===== src/rtl/btn_conditioner_pkg.sv =====
// Shared types and helpers for the push-button conditioner: channel states,
// button index constants and a constant-function ceil(log2).
package btn_conditioner_pkg;

  typedef enum logic [2:0] {
    IDLE,
    ARM,
    PRESSED,
    HELD,
    DISARM
  } chan_state_t;

  localparam int BTN_START_STOP = 0;
  localparam int BTN_INC        = 1;
  localparam int BTN_EDIT_SHIFT = 2;
  localparam int BTN_MODE       = 3;
  localparam int BTN_CLEAR      = 4;

  function automatic int clog2(input int unsigned value);
    int result;
    longint unsigned span;
    result = 0;
    span = 1;
    while (span < {32'd0, value}) begin
      span = span << 1;
      result++;
    end
    return result;
  endfunction

endpackage


===== src/rtl/btn_channel.sv =====
// One button lane: 2-flop synchronizer, debounce/hold/repeat FSM and its counter.
// The *_fire outputs announce a pulse that the top registers into the next cycle.
module btn_channel
  import btn_conditioner_pkg::*;
#(
  parameter int DEBOUNCE_CYCLES = 1_000_000,
  parameter int HOLD_CYCLES     = 100_000_000,
  parameter int REPEAT_CYCLES   = 20_000_000,
  parameter bit REPEAT_EN       = 1'b0
) (
  input  logic clk,
  input  logic reset,
  input  logic raw,
  output logic press_fire,
  output logic hold_fire,
  output logic repeat_fire,
  output logic release_fire
);

  localparam int MAX_CYCLES = (DEBOUNCE_CYCLES > HOLD_CYCLES)
                              ? ((DEBOUNCE_CYCLES > REPEAT_CYCLES) ? DEBOUNCE_CYCLES : REPEAT_CYCLES)
                              : ((HOLD_CYCLES > REPEAT_CYCLES) ? HOLD_CYCLES : REPEAT_CYCLES);
  localparam int CNT_W = (clog2(MAX_CYCLES) > 0) ? clog2(MAX_CYCLES) : 1;

  // The cycle that leaves IDLE/PRESSED/HELD already counts as the first stable one,
  // so the debounce states finish one count early.
  localparam bit SINGLE_DB = (DEBOUNCE_CYCLES == 1);
  localparam logic [CNT_W-1:0] DB_LAST   = CNT_W'((DEBOUNCE_CYCLES >= 2) ? DEBOUNCE_CYCLES - 2 : 0);
  localparam logic [CNT_W-1:0] HOLD_LAST = CNT_W'(HOLD_CYCLES - 1);
  localparam logic [CNT_W-1:0] REP_LAST  = CNT_W'(REPEAT_CYCLES - 1);

  logic meta;
  logic sync;
  chan_state_t state;
  logic [CNT_W-1:0] cnt;

  always_ff @(posedge clk) begin
    if (reset) begin
      meta  <= 1'b0;
      sync  <= 1'b0;
      state <= IDLE;
      cnt   <= '0;
    end else begin
      meta <= raw;
      sync <= meta;
      case (state)
        IDLE: begin
          cnt <= '0;
          if (sync) state <= SINGLE_DB ? PRESSED : ARM;
        end
        ARM: begin
          if (!sync) begin
            state <= IDLE;
            cnt   <= '0;
          end else if (cnt == DB_LAST) begin
            state <= PRESSED;
            cnt   <= '0;
          end else begin
            cnt <= cnt + 1'b1;
          end
        end
        PRESSED: begin
          if (!sync) begin
            state <= SINGLE_DB ? IDLE : DISARM;
            cnt   <= '0;
          end else if (cnt == HOLD_LAST) begin
            state <= HELD;
            cnt   <= '0;
          end else begin
            cnt <= cnt + 1'b1;
          end
        end
        HELD: begin
          if (!sync) begin
            state <= SINGLE_DB ? IDLE : DISARM;
            cnt   <= '0;
          end else if (cnt == REP_LAST) begin
            cnt <= '0;
          end else begin
            cnt <= cnt + 1'b1;
          end
        end
        DISARM: begin
          if (sync) begin
            state <= PRESSED;
            cnt   <= '0;
          end else if (cnt == DB_LAST) begin
            state <= IDLE;
            cnt   <= '0;
          end else begin
            cnt <= cnt + 1'b1;
          end
        end
        default: begin
          state <= IDLE;
          cnt   <= '0;
        end
      endcase
    end
  end

  always_comb begin
    press_fire   = sync && (((state == IDLE) && SINGLE_DB) || ((state == ARM) && (cnt == DB_LAST)));
    hold_fire    = sync && (state == PRESSED) && (cnt == HOLD_LAST);
    repeat_fire  = REPEAT_EN && sync && (state == HELD) && (cnt == REP_LAST);
    release_fire = !sync && ((((state == PRESSED) || (state == HELD)) && SINGLE_DB)
                             || ((state == DISARM) && (cnt == DB_LAST)));
  end

endmodule


===== src/rtl/btn_conditioner.sv =====
// Button front end: one btn_channel per button, then registered pulse outputs
// and a priority encoder reporting the highest-index press/repeat event.
module btn_conditioner
  import btn_conditioner_pkg::*;
#(
  parameter int NUM_BTN         = 5,
  parameter int DEBOUNCE_CYCLES = 1_000_000,
  parameter int HOLD_CYCLES     = 100_000_000,
  parameter int REPEAT_CYCLES   = 20_000_000,
  parameter logic [NUM_BTN-1:0] REPEAT_MASK = 5'b00010
) (
  input  logic               clk,
  input  logic               reset,
  input  logic [NUM_BTN-1:0] btn_raw,
  output logic [NUM_BTN-1:0] btn_level,
  output logic [NUM_BTN-1:0] press_pulse,
  output logic [NUM_BTN-1:0] hold_pulse,
  output logic [NUM_BTN-1:0] repeat_pulse,
  output logic [NUM_BTN-1:0] release_pulse,
  output logic               evt_valid,
  output logic [2:0]         evt_id
);

  if (NUM_BTN < 1 || NUM_BTN > 8 || DEBOUNCE_CYCLES < 1 || HOLD_CYCLES < 1 || REPEAT_CYCLES < 1)
  begin : g_param_check
    $error("btn_conditioner: NUM_BTN must be 1..8 and all cycle counts must be at least 1");
  end

  logic [NUM_BTN-1:0] press_fire;
  logic [NUM_BTN-1:0] hold_fire;
  logic [NUM_BTN-1:0] repeat_fire;
  logic [NUM_BTN-1:0] release_fire;
  logic [NUM_BTN-1:0] evt_fire;
  logic [2:0]         id_next;

  for (genvar i = 0; i < NUM_BTN; i++) begin : g_chan
    btn_channel #(
      .DEBOUNCE_CYCLES(DEBOUNCE_CYCLES),
      .HOLD_CYCLES    (HOLD_CYCLES),
      .REPEAT_CYCLES  (REPEAT_CYCLES),
      .REPEAT_EN      (REPEAT_MASK[i])
    ) u_chan (
      .clk         (clk),
      .reset       (reset),
      .raw         (btn_raw[i]),
      .press_fire  (press_fire[i]),
      .hold_fire   (hold_fire[i]),
      .repeat_fire (repeat_fire[i]),
      .release_fire(release_fire[i])
    );
  end

  // Ascending scan so the highest-index event wins.
  always_comb begin
    evt_fire = press_fire | repeat_fire;
    id_next  = 3'd0;
    for (int i = 0; i < NUM_BTN; i++) begin
      if (evt_fire[i]) id_next = 3'(i);
    end
  end

  always_ff @(posedge clk) begin
    if (reset) begin
      btn_level     <= '0;
      press_pulse   <= '0;
      hold_pulse    <= '0;
      repeat_pulse  <= '0;
      release_pulse <= '0;
      evt_valid     <= 1'b0;
      evt_id        <= 3'd0;
    end else begin
      btn_level     <= (btn_level | press_fire) & ~release_fire;
      press_pulse   <= press_fire;
      hold_pulse    <= hold_fire;
      repeat_pulse  <= repeat_fire;
      release_pulse <= release_fire;
      evt_valid     <= |evt_fire;
      evt_id        <= id_next;
    end
  end

endmodule

===== config.mk =====
export PLATFORM = sky130hd
export DESIGN_NAME = btn_conditioner
export DESIGN_NICKNAME = d
export VERILOG_FILES = /design/src/rtl/btn_conditioner_pkg.sv /design/src/rtl/btn_channel.sv /design/src/rtl/btn_conditioner.sv
export SDC_FILE = /design/constraint.sdc
export NUM_CORES = 1
export LEC_CHECK = 0
export CAP_MARGIN = 10
export CORE_MARGIN = 5
export CORE_UTILIZATION = 57
export CTS_BUF_LIST = sky130_fd_sc_hd__clkbuf_8
export DETAILED_ROUTE_END_ITERATION = 10
export PLACE_DENSITY = 0.78
export SYNTH_ARGS = -nofsm -noshare
export SYNTH_HDL_FRONTEND = slang
export SYNTH_SLANG_ARGS = --single-unit

===== constraint.sdc =====
create_clock -name clk -period 2.3 [get_ports clk]
set_input_delay 0.46 -clock clk [delete_from_list [all_inputs] [get_ports clk]]
set_output_delay 0.46 -clock clk [all_outputs]
set_load 0.05 [all_outputs]

==> reports/metrics.sh, run 1 <==
STATUS='finished, violations left'
VIOLATIONS='negative setup slack'
SYNTH_TOP_CELLS_BY_AREA='dfxtp_1, xor2_1, xnor2_1'
NUMBER_OF_GLOBAL_ROUTE_VIAS_BEFORE_REPAIR=7565
AREA_GROWTH_PCT=17.70
NUM_ROWS=46
NETLIST-CELL-TYPE-COUNT=59
SYNTH_TOP_AREA_SHARE_PCT=40.83
SYN-INSTANCE-COUNT=1065
WL_PER_CELL_UM=15.65
CLK-INSERTION-DELAY-LATE_NS=0.47
ROUTED_WL_UM=21470
FIN_CRIT_NS=2.326
FIN_TNS_SETUP_NS=-0.1115
CTS_ROOT_BUF='clkbuf_8'
SEQUENTIAL_CELL_AREA_UM2=3689
DRV.MAX_CAP_VIOLATION_COUNT=0
BUSIEST_LAYER_IN_GLOBAL_ROUTING='met2'
YOSYS.AREA_SHARE.SIMPLE_PCT=31.28
CLOCK_PIN_TRANSITION_ON_THE_WORST_SETUP_AND_HOLD_TIMING_PATHS_NS=0.09
MAX_FREQ_GHz=0.4299
GRT_MAX_DEGREE=29
P_PER_AREA_nW_PER_UM2=519.1
SYNTH-WARNING-COUNT=0
POSTPLACECELLAREA_UM2=10020
TRITONCTS.NUM_BUFFERS=17
FIN_UTIL_PCT=67.57
GRTUSAGEMET2_PCT=36.53
POWER.IR.VDD_WORST_mV=0.3506
SYNTH-ADDER-AREA-SHARE_PCT=1.387
POSTSYNTHREGISTERBITS=184
DRT.ANTENNA.VIOLATING_NETS=0
HOLD_PATH_CLASS='in -> reg'
RANKING_OF_SYNTHESIZED_CELLS_BY_INSTANCE_COUNT='dfxtp_1, nor2_1, nand2_1'
CRITPATHARRIVALTIME_NS=2.68
SYNTHARSTFLOPSHARE_PCT=0
WORSTPATHMAXFANOUT=11
INITIAL_ANTENNA_VIOLATION_COUNT=0
SLEW-LIMIT-HEADROOM_PCT=23.77
DESIGN.DIE.AREA_UM2=18440
CLOCKBUFFERDEPTH=2
SETUP.WORST_PATH.END_CLASS='register'
POWER.LEAKAGE_nW=3.357
SYNTHESIS.AREA_UM2=9021
VIAS=8145
AREA_FRACTION_IN_COMPOUND_GATES_AFTER_SYNTHESIS_PCT=10.43
FILLER_CELL_COUNT_IN_THE_FINAL_LAYOUT=1293
GRT_USAGE_PCT=23.23
STDCELL_AREA_UM2=10620
NUMBER_OF_TOP_LEVEL_PINS=36
CTSHTREEMAXLEVEL=4
PLACE.GP.CONGESTION=0.9417
FINAL-HOLD-VIOLATION-COUNT=0
START_KIND='register'
FINAL_SETUP_VIOLATING_ENDPOINTS=16
WORST_PIN_SLEW_NS=1.140
GRT_FIRST_PASS_WIRELENGTH_UM=35750
SYNTH.MOST_COMMON_CELL='dfxtp_1'
MULTIINPUTGATEAREA_UM2=5144
ANTENNADIODECOUNT=0
CTS_TREE='built'
CHIPHEIGHT_UM=135.8
WORST_HOLD_SLACK_NS=0.3853
CLOCK_SINKS=184
SYNTH_TOP_FAMILY_BY_AREA='simple AND/OR/NAND/NOR gates'
GLOBAL_ROUTE.OVERFLOW_TOTAL=0
DESIGN.FINAL.NETS=1160
PORT-BUFFER-COUNT=31
FLOORPLAN.DIE.WIDTH_UM=135.8
SYNTH.AREA.MUX_SHARE_PCT=0
POST_DRT_VIA_CELL_RATIO=5.937
SYNTH_TOP_CELL_BY_AREA='dfxtp_1'
NUMBER_OF_DESIGN_RULE_VIOLATIONS_LEFT_BY_THE_FIRST_DETAILED_ROUTER_ITERATION=730
TIMING.FINAL.WS_SETUP_NS=-0.02630
FINAL_MIN_PERIOD_OVER_CLOCK_PERIOD_PCT=101.1
DRT-PASS1-ITER-COUNT=5
MAXSLEWVIOLCOUNT=0
FIN_SKEW_NS=0.01181
GROUTE.LAYER.MET3.USAGE_PCT=3.863
SYNTH_XOR_XNOR_AREA_SHARE_PCT=11.84
POST_SYNTH.CELL_AREA_AVG_UM2=8.471
FRACTION_OF_LAYOUT_CELLS_WITH_A_SIZE_SUFFIX_ABOVE_1_PCT=13.84
FP.COREAREA_UM2=15710
SYNTH_SEQ_AREA_SHARE_PCT=40.83
SYNTH_FLOP_CELL='dfxtp_1'
GRT_USE_MET1_PCT=31.96
FLOORPLAN.INITIALDENSITY_PCT=57.41
WORSTPATHREQUIRED_NS=2.65
GRT_SETUP_UNREPAIRED='true'
WORST-SETUP-PATH-TYPE='reg -> reg'
DRC=0
PLACE_HPWL_UM=14460
SYNTH-EDFF-COUNT=0
area by class of cell:
class | count | share of cell area (%)
Clock inverter | 14 | 1.485
Multi-Input combinational cell | 799 | 48.44
Tap cell | 216 | 2.545
Timing Repair Buffer | 115 | 9.533
Sequential cell | 184 | 34.74
Clock buffer | 18 | 2.333
Inverter | 26 | 0.9192
flip-flops by register name, indices dropped and copies added (netlist names):
name                 count
btn_level                5
evt_id                   2
evt_valid                1
g_chan.u_chan.cnt      135
g_chan.u_chan.meta       5
g_chan.u_chan.state     15
g_chan.u_chan.sync       5
hold_pulse               5
press_pulse              5
release_pulse            5
repeat_pulse             1
worst max-delay path, stage by stage (launching register included):
cell	delay [ns]
dfxtp_2	0.33
or4b_4	0.52
or4_4	0.57
o311a_4	0.33
a211oi_4	0.19
buf_4	0.22
nor2_1	0.07
kinds of logic (layout without fill, tap and decap cells):
group / Yosys count / in the layout
AOI/OAI and AO/OA: 144 / 145
xor gates and xnor gates: 122 / 122
adders and majority gates: 10 / 10
buffers and inverters: 86 / 173
DFF: 184 / 184
other: 1 / 4
and+or+nand+nor: 518 / 518
layer usage:
layer  part of all wire [%]  vias to the layer above
met2                     47                      267
met1                     45                     3823
met4                    2.2                        0
met3                    5.4                       47
li1                       -                     4008
met5                      0                        -
report_power, final:
| group | internal, W | switching (W) | leakage, nW |
|---|---|---|---|
| clock | 0.00109 | 0.00113 | 0.201 |
| sequential | 0.00319 | 0.0000116 | 1.49 |
| combinational | 0.0000289 | 0.0000594 | 1.67 |
final timing paths:
check / startpoint / end / slack [ns] / depth (start not counted)
hold / removal: reset / release_pulse[4] / 0.39 / 2
setup / recovery: g_chan[4].u_chan.cnt[6] / g_chan[4].u_chan.cnt[12] / -0.03 / 6
hold reg to reg: g_chan[2].u_chan.meta / g_chan[2].u_chan.sync / 0.44 / 1
setup reg to reg: g_chan[4].u_chan.cnt[6] / g_chan[4].u_chan.cnt[12] / -0.03 / 6
through the flow:
step / total power [W] / worst slack, ns / instances
3_5_place_dp: 0.003365 / -0.02776 / 1334
5_1_grt: 0.005720 / -0.1176 / 1372
2_1_floorplan: 0.003339 / -0.04485 / 1068
4_1_cts: 0.005561 / -0.03299 / 1366
3_3_place_gp: 0.003364 / 0.01208 / 1334
6_report: 0.005511 / -0.02630 / 1372
placed cells by master (no fill, tap or decap), types with 8 or more instances in the layout:
cell | synthesis | routed
nor3_1 | 36 | 34
xnor2_1 | 57 | 57
ha_1 | 10 | 9
o21ai_0 | 11 | 11
nand4_1 | 46 | 46
nand2_1 | 79 | 79
nand4b_1 | 9 | 9
clkbuf_8 | 0 | 18
dfxtp_1 | 184 | 180
xor2_1 | 65 | 65
nor4_2 | 0 | 8
and4_1 | 16 | 16
a2111oi_0 | 24 | 21
nor2_1 | 114 | 112
buf_4 | 9 | 72
nand3_1 | 64 | 64
inv_1 | 26 | 27
nor4_1 | 48 | 39
clkdlybuf4s50_1 | 0 | 30
a21oi_1 | 71 | 70
nand2b_1 | 8 | 8
nor2b_1 | 19 | 19
nor4b_1 | 9 | 8
and3_1 | 18 | 18
what timing repair did:
action,CTS,global route
buffers inserted,0,3
hold buffers,0,0
pin swaps,4,5
resized for setup,3,36
setup endpoints to repair,26,113
cloned,0,3
endpoints found under the hold margin,0,0
No activity file was read; power rests on OpenSTA's default activity.
==> inputs of run 2 (changes only) <==
- CORE_ASPECT_RATIO: not set -> 1.4
- CTS_CLUSTER_SIZE: not set -> 12
==> run 2 against run 1 <==
  * The run still ends with negative setup slack left
  * Design area decreased by 0.11%
  * Largest cell class unchanged
  * Wire length up 2.3%
  * First-iteration DRC count shrank 31%
==> reports/metrics.sh, run 2 (synthesis gave the netlist of run 1 again) <==
NUMBER_OF_DESIGN_RULE_VIOLATIONS_LEFT_BY_THE_FIRST_DETAILED_ROUTER_ITERATION=502
PORT-BUFFER-COUNT=31
MAX_FLOP_REGISTER='g_chan.u_chan.cnt'
REG.LARGEST.LIST='g_chan.u_chan.cnt (135), g_chan.u_chan.state (15)'
HOLD_PATH_CLASS='in -> reg'
FILLER_CELL_COUNT_IN_THE_FINAL_LAYOUT=1243
PLACE.GP.CONGESTION=0.9166
FLOORPLAN.INITIALDENSITY_PCT=57.80
AREA_GROWTH_PCT=17.57
CTSHTREEMAXLEVEL=4
CLOCK_PIN_TRANSITION_ON_THE_WORST_SETUP_AND_HOLD_TIMING_PATHS_NS=0.09
ROUTED_WL_UM=21960
POWER.SWITCHING_FRACTION_PCT=23.44
WORSTPATHREQUIRED_NS=2.66
FIN_SKEW_NS=0.01253
NUMBER_OF_TOP_LEVEL_PINS=36
PLACE_HPWL_UM=15350
REG2REG_DEPTH=7
FRACTION_OF_LAYOUT_CELLS_WITH_A_SIZE_SUFFIX_ABOVE_1_PCT=13.67
CHIPHEIGHT_UM=158.9
REG2REG_SLACK_NS=-0.08
MULTIINPUTGATEAREA_UM2=5107
VIOLATIONS='negative setup slack'
STATUS='finished, violations left'
P_PER_AREA_nW_PER_UM2=518.2
WORST-SETUP-PATH-TYPE='reg -> reg'
GLOBAL_ROUTE.OVERFLOW_TOTAL=0
FRACTION_OF_POWER_CONSUMED_BY_SEQUENTIAL_LOGIC_PCT=58.3
MOST-COMMON-LAYOUT-CELLS='dfxtp_1, nor2_1, buf_4'
MAXSLEWVIOLCOUNT=0
MAX_FREQ_GHz=0.4209
LARGEST_REGISTER_FF_COUNT=135
DESIGN.DIE.AREA_UM2=18480
FLOORPLAN.DIE.WIDTH_UM=116.3
GROUTE.LAYER.MET3.USAGE_PCT=5.065
CTS.HOLD.BUFFERS_ADDED=0
CELL_INTERNAL_PWR_W=0.004208
SEQUENTIAL_CELL_AREA_UM2=3686
TIMING.FINAL.WS_SETUP_NS=-0.07603
CRITPATHARRIVALTIME_NS=2.73
NUM_ROWS=54
R2R-START='g_chan[4].u_chan.cnt[20]'
CLK-INSERTION-DELAY-LATE_NS=0.47
SETUP.WORST_PATH.END='g_chan[4].u_chan.cnt[20]'
WL_PER_CELL_UM=16.16
CRIT_START='g_chan[4].u_chan.cnt[20]'
CLOCK_SINKS=184
FINAL_SETUP_VIOLATING_ENDPOINTS=27
VIAS=8189
CTS_TREE='built'
NUMBER_OF_GLOBAL_ROUTE_VIAS_BEFORE_REPAIR=7951
SLEW-LIMIT-HEADROOM_PCT=46.25
GRT_MAX_DEGREE=29
CLOCKBUFFERDEPTH=2
FP.COREAREA_UM2=15610
DRV.MAX_CAP_VIOLATION_COUNT=0
DESIGN.FINAL.NETS=1167
FIN_CRIT_NS=2.376
INITIAL_ANTENNA_VIOLATION_COUNT=0
POST_DRT_VIA_CELL_RATIO=6.026
WORST_PIN_SLEW_NS=0.7951
SETUP.WORST_PATH.END_CLASS='register'
CTS_ROOT_BUF='clkbuf_8'
BUSIEST_LAYER_IN_GLOBAL_ROUTING='met2'
START_KIND='register'
LEADING_CELL_TYPE_IN_THE_LAYOUT_FILL_AND_TAPS_EXCLUDED='dfxtp_1'
FIN_UTIL_PCT=67.96
R2R-END='g_chan[4].u_chan.cnt[20]'
GRTUSAGEMET2_PCT=41.43
GRT_USE_MET1_PCT=27.63
NET-SWITCHING-POWER_W=0.001288
WORSTPATHMAXFANOUT=10
TRITONCTS.NUM_BUFFERS=17
GRT_FIRST_PASS_WIRELENGTH_UM=36730
ANTENNADIODECOUNT=0
POWER.LEAKAGE_nW=3.380
PWR-SHARE-COMB_PCT=1.6
GRT_SETUP_UNREPAIRED='true'
GRT_USAGE_PCT=23.93
DRC=0
TOTAL_POWER_W=0.005496
DRT.ANTENNA.VIOLATING_NETS=0
FINAL-HOLD-VIOLATION-COUNT=0
FINAL_MIN_PERIOD_OVER_CLOCK_PERIOD_PCT=103.3
DRT-PASS1-ITER-COUNT=5
POWER.IR.VDD_WORST_mV=0.4656
SHARE_CLK_OF_TOTAL_POWER_PCT=40.1
run 2: routing by layer:
metal / vias to the layer above / wire length (µm)
met3: 71 / 827
met4: 0 / 804
met2: 217 / 11400
met5: - / 0
li1: 4015 / -
met1: 3886 / 8925
run 2: timing repair:
| item | 4_1_cts | 5_1_grt |
|---|---|---|
| cloned | 1 | 1 |
| pin swaps | 2 | 1 |
| buffers inserted | 3 | 1 |
| setup endpoints to repair | 31 | 83 |
| hold endpoints to repair | 0 | 0 |
| gates resized for setup | 6 | 14 |
run 2: cell type report:
class / instances / area share [%]
inverters: 26 / 0.9201
clock buffers: 17 / 2.206
clock inverters: 15 / 1.604
repair buffers: 122 / 10.05
flip-flops and latches: 184 / 34.75
well taps: 196 / 2.312
multi-input cells: 799 / 48.15
run 2: worst max-delay path: stages, from the launching register on:
cell	delay, ns
dfxtp_2	0.32
or4b_1	0.51
or4_4	0.57
o311a_4	0.34
a211oi_4	0.17
buf_4	0.18
buf_12	0.12
nor2_1	0.05
run 2: worst min-delay path by stage:
stage                               start                    end  slack, ns  depth (start not counted)
detailed placement  g_chan[3].u_chan.meta  g_chan[3].u_chan.sync       0.42                          1
floorplan           g_chan[0].u_chan.meta  g_chan[0].u_chan.sync       0.41                          1
CTS                                 reset         press_pulse[4]       0.33                          2
global route                        reset         press_pulse[4]       0.33                          2
finish                              reset         press_pulse[4]       0.36                          2
global placement    g_chan[3].u_chan.meta  g_chan[3].u_chan.sync       0.42                          1
run 2: power groups by stage:
stage / registers, W / logic, W / clock network, W
floorplan: 0.00327 / 0.0000657 / 0
global placement: 0.00328 / 0.0000827 / 0
detailed placement: 0.00328 / 0.0000842 / 0
CTS: 0.00320 / 0.0000853 / 0.00225
global route: 0.00321 / 0.0000953 / 0.00240
finish: 0.00320 / 0.0000879 / 0.00220
run 2: through the flow:
| step | instances | setup slack (ns) | area, µm² | hold WS [ns] | setup TNS (ns) |
|---|---|---|---|---|---|
| floorplan | 1068 | -0.04485 | 9094 | 0.4138 | -0.8375 |
| global placement | 1319 | 0.01104 | 10030 | 0.4238 | 0 |
| detailed placement | 1319 | -0.02922 | 10030 | 0.4227 | -0.3230 |
| CTS | 1355 | -0.06027 | 10510 | 0.3343 | -1.273 |
| global route | 1359 | -0.1424 | 10610 | 0.3349 | -3.226 |
| finish | 1359 | -0.07603 | 10610 | 0.3560 | -1.593 |
